==> src/rtl/fifo_burst_reader.sv <==
// Burst read master for the synchronous FIFO: waits for a burst's worth of data,
// reads it out through a 2-entry skid buffer and presents it on a valid/ready stream.
//   state | meaning
//   IDLE  | waiting for lvl >= BURST, or flush with data stored
//   READ  | issuing FIFO reads until rd_left reaches 0
//   TAIL  | all reads issued, draining until out_left reaches 0
module fifo_burst_reader #(
    parameter int WIDTH = 8,
    parameter int LVL_W = 3,
    parameter int BURST = 4
) (
    input  logic             clk_i,
    input  logic             rst_i,
    output logic             fifo_rd_o,
    input  logic [WIDTH-1:0] fifo_q_i,
    input  logic             fifo_empty_i,
    input  logic             fifo_full_i,
    input  logic [LVL_W-1:0] fifo_usedw_i,
    input  logic             flush_i,
    output logic             m_valid_o,
    output logic [WIDTH-1:0] m_data_o,
    input  logic             m_ready_i,
    output logic             m_last_o,
    output logic             busy_o
);

    localparam int CW = $clog2(BURST + 1);

    typedef enum logic [1:0] {IDLE, READ, TAIL} state_t;

    state_t           state_q;
    logic [CW-1:0]    rd_left_q;
    logic [CW-1:0]    out_left_q;
    logic             pend_q;
    logic [1:0]       buf_cnt_q;
    logic [WIDTH-1:0] buf0_q;
    logic [WIDTH-1:0] buf1_q;

    logic [31:0]      lvl;
    logic             pop;
    logic [2:0]       occ;

    // usedw wraps to 0 when full, so the full flag stands in for a complete burst
    assign lvl = fifo_full_i ? 32'(BURST) : 32'(fifo_usedw_i);
    assign pop = (buf_cnt_q != 2'd0) && m_ready_i;
    assign occ = {1'b0, buf_cnt_q} + {2'b00, pend_q} - {2'b00, pop};

    assign fifo_rd_o = (state_q == READ) && (rd_left_q != '0) && !fifo_empty_i && (occ < 3'd2);
    assign m_valid_o = (buf_cnt_q != 2'd0);
    assign m_data_o  = buf0_q;
    assign m_last_o  = m_valid_o && (out_left_q == CW'(1));
    assign busy_o    = (state_q != IDLE);

    always_ff @(posedge clk_i) begin
        if (rst_i) begin
            state_q    <= IDLE;
            rd_left_q  <= '0;
            out_left_q <= '0;
            pend_q     <= 1'b0;
            buf_cnt_q  <= 2'd0;
            buf0_q     <= '0;
            buf1_q     <= '0;
        end else begin
            pend_q <= fifo_rd_o;

            case ({pop, pend_q})
                2'b10: begin
                    buf0_q    <= buf1_q;
                    buf_cnt_q <= buf_cnt_q - 2'd1;
                end
                2'b01: begin
                    if (buf_cnt_q == 2'd0) buf0_q <= fifo_q_i;
                    else                   buf1_q <= fifo_q_i;
                    buf_cnt_q <= buf_cnt_q + 2'd1;
                end
                2'b11: begin
                    if (buf_cnt_q == 2'd1) begin
                        buf0_q <= fifo_q_i;
                    end else begin
                        buf0_q <= buf1_q;
                        buf1_q <= fifo_q_i;
                    end
                end
                default: ;
            endcase

            if (pop && (out_left_q != '0)) out_left_q <= out_left_q - CW'(1);

            case (state_q)
                IDLE: begin
                    if (lvl >= 32'(BURST)) begin
                        rd_left_q  <= CW'(BURST);
                        out_left_q <= CW'(BURST);
                        state_q    <= READ;
                    end else if (flush_i && !fifo_empty_i) begin
                        rd_left_q  <= CW'(lvl);
                        out_left_q <= CW'(lvl);
                        state_q    <= READ;
                    end
                end
                READ: begin
                    if (fifo_rd_o) rd_left_q <= rd_left_q - CW'(1);
                    if ((rd_left_q == '0) || (fifo_rd_o && (rd_left_q == CW'(1)))) state_q <= TAIL;
                end
                TAIL: begin
                    if ((out_left_q == '0) || (pop && (out_left_q == CW'(1)))) state_q <= IDLE;
                end
                default: state_q <= IDLE;
            endcase
        end
    end

endmodule

==> config.mk <==
export PLATFORM = sky130hd
export DESIGN_NAME = fifo_burst_reader
export DESIGN_NICKNAME = d
export VERILOG_FILES = /design/src/rtl/fifo_burst_reader.sv
export SDC_FILE = /design/constraint.sdc
export NUM_CORES = 1
export LEC_CHECK = 0
export BUFFER_PORTS_ARGS = -buffer_cell sky130_fd_sc_hd__clkbuf_2
export CORE_MARGIN = 1
export CORE_UTILIZATION = 48
export DETAILED_ROUTE_END_ITERATION = 10
export GPL_ROUTABILITY_DRIVEN = 0
export HOLD_SLACK_MARGIN = 0.06
export MAX_ROUTING_LAYER = met4
export PLACE_DENSITY = 0.71
export SYNTH_ARGS = -nofsm -noshare
export SYNTH_HDL_FRONTEND = slang
export SYNTH_SLANG_ARGS = --single-unit
==> constraint.sdc <==
create_clock -name clk_i -period 4.05 [get_ports clk_i]
set_clock_uncertainty 0.15 [all_clocks]
set_input_delay 0.6075 -clock clk_i [delete_from_list [all_inputs] [get_ports clk_i]]
set_output_delay 0.6075 -clock clk_i [all_outputs]
set_load 0.01 [all_outputs]
Word level (Yosys, flattened, before mapping)

Cells that the tools add are included.

Add/sub/neg operators: 6
$lt $le $gt $ge: 2
Equality and inequality tests: 15
Mux-type cells: 21
Reductions and logical operators: 28

Operators with widths:

| cell                                                                         | number |
|---|---|
| 8-bit 2-to-1 mux                                                             | 4 |
| 3-bit 2-to-1 mux                                                             | 8 |
| 8-bit one-hot mux with 3 select lines                                        | 1 |
| 8-bit one-hot mux with 2 select lines                                        | 1 |
| 2-bit != test, second input constant                                         | 5 |
| 2-bit nonzero test                                                           | 5 |
| 1-bit logical AND                                                            | 9 |
| 3-bit AND reduction                                                          | 3 |
| 3-bit nonzero test                                                           | 3 |
| 2-bit 2-to-1 mux                                                             | 4 |
| 2-bit by 1-bit equality test with 1-bit output, second input constant        | 3 |
| 2-bit equality test, second input constant                                   | 3 |
| 3-bit by 1-bit equality test with 1-bit output, second input constant        | 2 |
| 3-bit zero test                                                              | 2 |
| 2-bit one-hot mux with 3 select lines                                        | 1 |
| 3-bit one-hot mux with 2 select lines                                        | 1 |
| 3-bit by 1-bit subtractor with 3-bit output, second input constant           | 2 |
| 2-bit zero test                                                              | 2 |
| 2-bit one-hot mux with 2 select lines                                        | 1 |
| 2-bit by 1-bit adder with 3-bit output                                       | 1 |
| 3-bit >= comparator, second input constant                                   | 1 |
| 3-bit by 2-bit less-than comparator with 1-bit output, second input constant | 1 |
| 3-bit != test, second input constant                                         | 1 |
| 3-bit by 1-bit subtractor with 3-bit output                                  | 1 |
| other kinds (6)                                                              | 7 |

Flip-flop bits (word level): 27
Input port bits: 17

Longest topological paths before layout

Depth in word-level cells: 9
Depth in mapped cells: 12
Gate-level depth less buffers: 11

Worst setup path after synthesis

Ideal clock, no wire load.

Path type: reg-to-output
From: register buf_cnt_q[1]
To: output port fifo_rd_o
Arrival time: 2.550 ns
Path slack: 0.743 ns
Stages on the path, launching flop included: 11
Buffers on the path: 1
Cell sequence: dfxtp_1 > inv_1 > ha_1 > nand2b_1 > buf_2 > nor2_1 > o21ai_0 > fa_1 > nand2b_1 > or4_1 > inv_2

Cells in the longest elaborated chain, start to end: 5
Elaborated cells between the ends (all ways): 6
Those cells by class: add/sub: 2; order compare: 1; reduce/logical: 3

Ends and longest elaborated chain:

| item                                                                           | RTL line | RTL |
|---|---|---|
| start: declaration                                                             | 35       | `logic [1:0] buf_cnt_q;` |
| start signal: assignment                                                       | 69       | `buf_cnt_q <= buf_cnt_q - 2'd1;` |
| start signal: assignment                                                       | 74       | `buf_cnt_q <= buf_cnt_q + 2'd1;` |
| branches (longest 2 deep; another with 2-bit by 1-bit adder with 3-bit output) | -        |  |
| 3-bit by 1-bit subtractor with 3-bit output (*)                                | 46       | `assign occ = {1'b0, buf_cnt_q} + {2'b00, pend_q} - {2'b00, pop};` |
| 3-bit by 2-bit less-than comparator with 1-bit output (*)                      | 48       | `assign fifo_rd_o = (state_q == READ) && (rd_left_q != '0) && !fifo_empty_i && (occ < 3'd2);` |
| 1-bit logical AND (*)                                                          | 48       |  |
| end: declaration                                                               | 14       | `output logic fifo_rd_o,` |

Mark *: on every way between the ends.

Worst setup path after layout

From: register buf_cnt_q[0]
To: output port fifo_rd_o

The elaborated chain is that of the path after synthesis.

==> impl_metrics.yaml <==
timing:
  tns_ns: 0
  slew_headroom: 0.554
  rsz0062_at_grt: "no"
  finalMaxSlewViolations: 0
  max_freq_mhz: 260
  period_needed_ns: 3.84
  timing.final.crit_share: 0.948
  setup_viol: 0
  tightestPinTransition_ns: 0.668
  final-hold-violation-count: 0
min_path:
  hold_start: "m_data_o[7]$_SDFFE_PP0P_"
  hp-class: "reg -> reg"
synth:
  syn_nets: 186
  synth_area_leader_cell: "dfxtp_1"
  ys_types: 41
  synthFlopType: "dfxtp_1"
  netlist_area_um2: 1420
  post_synth.cell_area_avg_um2: 8.92
  ys_warn_count: 0
  synth_edf_count: 0
  synthTopCellsByArea: "dfxtp_1 (38%), ha_1 (7.9%), nor2_1 (7.9%), mux2i_1 (7.1%), a221oi_1 (4.9%)"
  ys_seq_area_frac: 0.381
  ys_ff_latch: 27
  synth-async-reset-ratio: 0
  synth_top_area_share: 0.381
  synthCells: 159
worst_setup_path:
  crit_arrival_ns: 3.08
  worstSetupEndpoint: "fifo_rd_o"
  cp-start-kind: "flop"
  startpoint: "buf_cnt_q[0]$_SDFFE_PP0P_"
  crit_required_ns: 3.29
  crit_fanout: 8
  rrSetupSlack_ns: 0.87
  path_class: "reg -> out"
  worstSetupEndpointType: "output port"
  timing.rr.start: "buf_cnt_q[0]$_SDFFE_PP0P_"
  r2r_end: "rd_left_q[1]$_SDFFE_PP0P_"
  rr_worst_depth: 11
cells_and_area:
  diodes: 0
  seqCellArea_um2: 543
  layout_common_cells: "nor2_1 (30), clkbuf_2 (28), dfxtp_1 (25), inv_1 (12), mux2i_1 (10)"
  layout_commonest_cell: "nor2_1"
  area_delta_synth_final_pct: 13.6
  final_util: 0.579
  multiInputGateArea_um2: 810
  fill_cells: 273
  fin_nets: 214
  drive_gt1_frac: 0.220
grt:
  grtUsageMet1: 0.257
  grt_first_pass_wirelength_um: 5210
  grt_antenna_before_repair: 0
  grt_usage: 0.209
  grtUsageMet2: 0.374
  grt_max_degree: 29
  grt_pass1_vias: 1182
  overflow: 0
  busiest_layer: "met2"
  grt_use_met3: 0.0415
power_and_ir_drop:
  leakage_nw: 0.673
  peakVddDrop_mv: 0.446
  p_per_area_nw_per_um2: 585
place:
  place.detailed.hpwl_um: 2350
  portBuffers: 28
die:
  fp-row-count: 19
  dieArea_um2: 3170
  initial_utilization: 0.510
  io_pins: 29
  coreArea_um2: 2780
  die_w_um: 56.3
  die_h_um: 56.3
clocking:
  postCtsSetupBuffers: 0
  cts-hold-fix-buffers: 0
  clock_latency_ns: 0.32
  cts_root_buf: "clkbuf_4"
  cts.clk_slew.worst_paths_ns: 0.15
  cts_sinks: 27
  cts_made_buffers: 3
  cts.path.max_buffers: 2
  htreeDepth: 1
  cts_tree: "built"
detailed_routing:
  ant_nets: 0
  viasPerCell: 5.71
  vias: 1239
  drt_first_iter_violations: 46
  wl_per_cell_um: 13.9
  dr.pass1.iters: 4
  drcViolationCount: 0
  wl_um: 3010
run_status:
  status: "finished, final reports clean"
flow_run:
  maxCapViolCount: 0
==> flip-flops by register name (all words and copies together), names as in the netlist <==
name and flops:
buf_cnt_q 2, pend_q 1, out_left_q 3, state_q 2, rd_left_q 3, m_data_o 8, buf1_q 8
==> per-layer routing <==
layer  vias to the layer above  share of wire
li1                        622              -
met1                       588           0.45
met2                        27           0.51
met3                         2          0.040
met4                         0         0.0030
met5                         -              0
==> final cells by class <==
| class | count | area share |
|---|---|---|
| Multi-Input combinational cell | 114 | 0.503 |
| Sequential cell | 27 | 0.337 |
| Timing Repair Buffer | 28 | 0.0870 |
| Inverter | 13 | 0.0303 |
| Tap cell | 31 | 0.0241 |
| Clock buffer | 3 | 0.0140 |
| Clock inverter | 1 | 0.00466 |
==> timing repair <==
action / 4_1_cts / 5_1_grt
endpoints found under the setup margin: 0 / 1
gates resized for setup: 0 / 3
endpoints found under the hold margin: 0 / 0
==> synthesized netlist by cell type, types with 2 or more instances <==
| library cell | count |
|---|---|
| nor2_1 | 30 |
| dfxtp_1 | 27 |
| inv_1 | 12 |
| mux2i_1 | 10 |
| ha_1 | 9 |
| nor3_1 | 9 |
| a221oi_1 | 8 |
| nand2_1 | 6 |
| a21oi_1 | 5 |
| a211oi_1 | 3 |
| nand2b_1 | 3 |
| xor2_1 | 3 |
| a31oi_1 | 2 |
| buf_2 | 2 |
| clkbuf_1 | 2 |
| nor4_1 | 2 |
| o21ai_0 | 2 |
==> kinds of logic (layout without fill, tap and decap cells) <==
group	after synthesis	count (layout)	share of synthesized area
DFF	27	27	0.381
AOI/OAI and AO/OA	31	31	0.183
muxes	10	10	0.0706
and+or+nand+nor	59	59	0.198
adders and majority gates	10	10	0.0936
buffers and inverters	18	45	0.0494
xor gates and xnor gates	4	4	0.0247
==> critical path: stages, from the launching register on <==
cell,delay [ns]
dfxtp_2,0.39
inv_1,0.06
ha_1,0.29
nand2b_2,0.29
nor2_1,0.19
o21ai_0,0.13
fa_1,0.50
nand2b_1,0.06
or4_1,0.58
inv_2,0.12
clkbuf_2,0.13
==> metrics by stage <==
step                hold slack (ns)  total power, mW  setup WS, ns  instance area (µm²)  instances
global route                  0.379             1.02        0.0301                 1610        217
CTS                           0.355            0.946        0.0708                 1610        217
detailed placement            0.331            0.827         0.463                 1580        213
global placement              0.325            0.807         0.529                 1580        213
finish                        0.353            0.942         0.209                 1610        217
floorplan                     0.307            0.699         0.743                 1420        159
==> power by group <==
| part | switching, mW | internal (mW) |
|---|---|---|
| Sequential | 0.0450 | 0.331 |
| Combinational | 0.263 | 0.185 |
| Clock | 0.0806 | 0.0377 |
==> worst min-delay path by stage <==
stage                                     end  cells past startpoint  slack [ns]
global placement       buf1_q[2]$_SDFFE_PP0P_                      2        0.33
CTS                  m_data_o[6]$_SDFFE_PP0P_                      2        0.35
floorplan           rd_left_q[2]$_SDFFE_PP0P_                      2        0.31
finish               m_data_o[7]$_SDFFE_PP0P_                      2        0.35
global route           buf1_q[7]$_SDFFE_PP0P_                      3        0.38
detailed placement   m_data_o[1]$_SDFFE_PP0P_                      2        0.33
No activity file was read; power rests on OpenSTA's default activity.
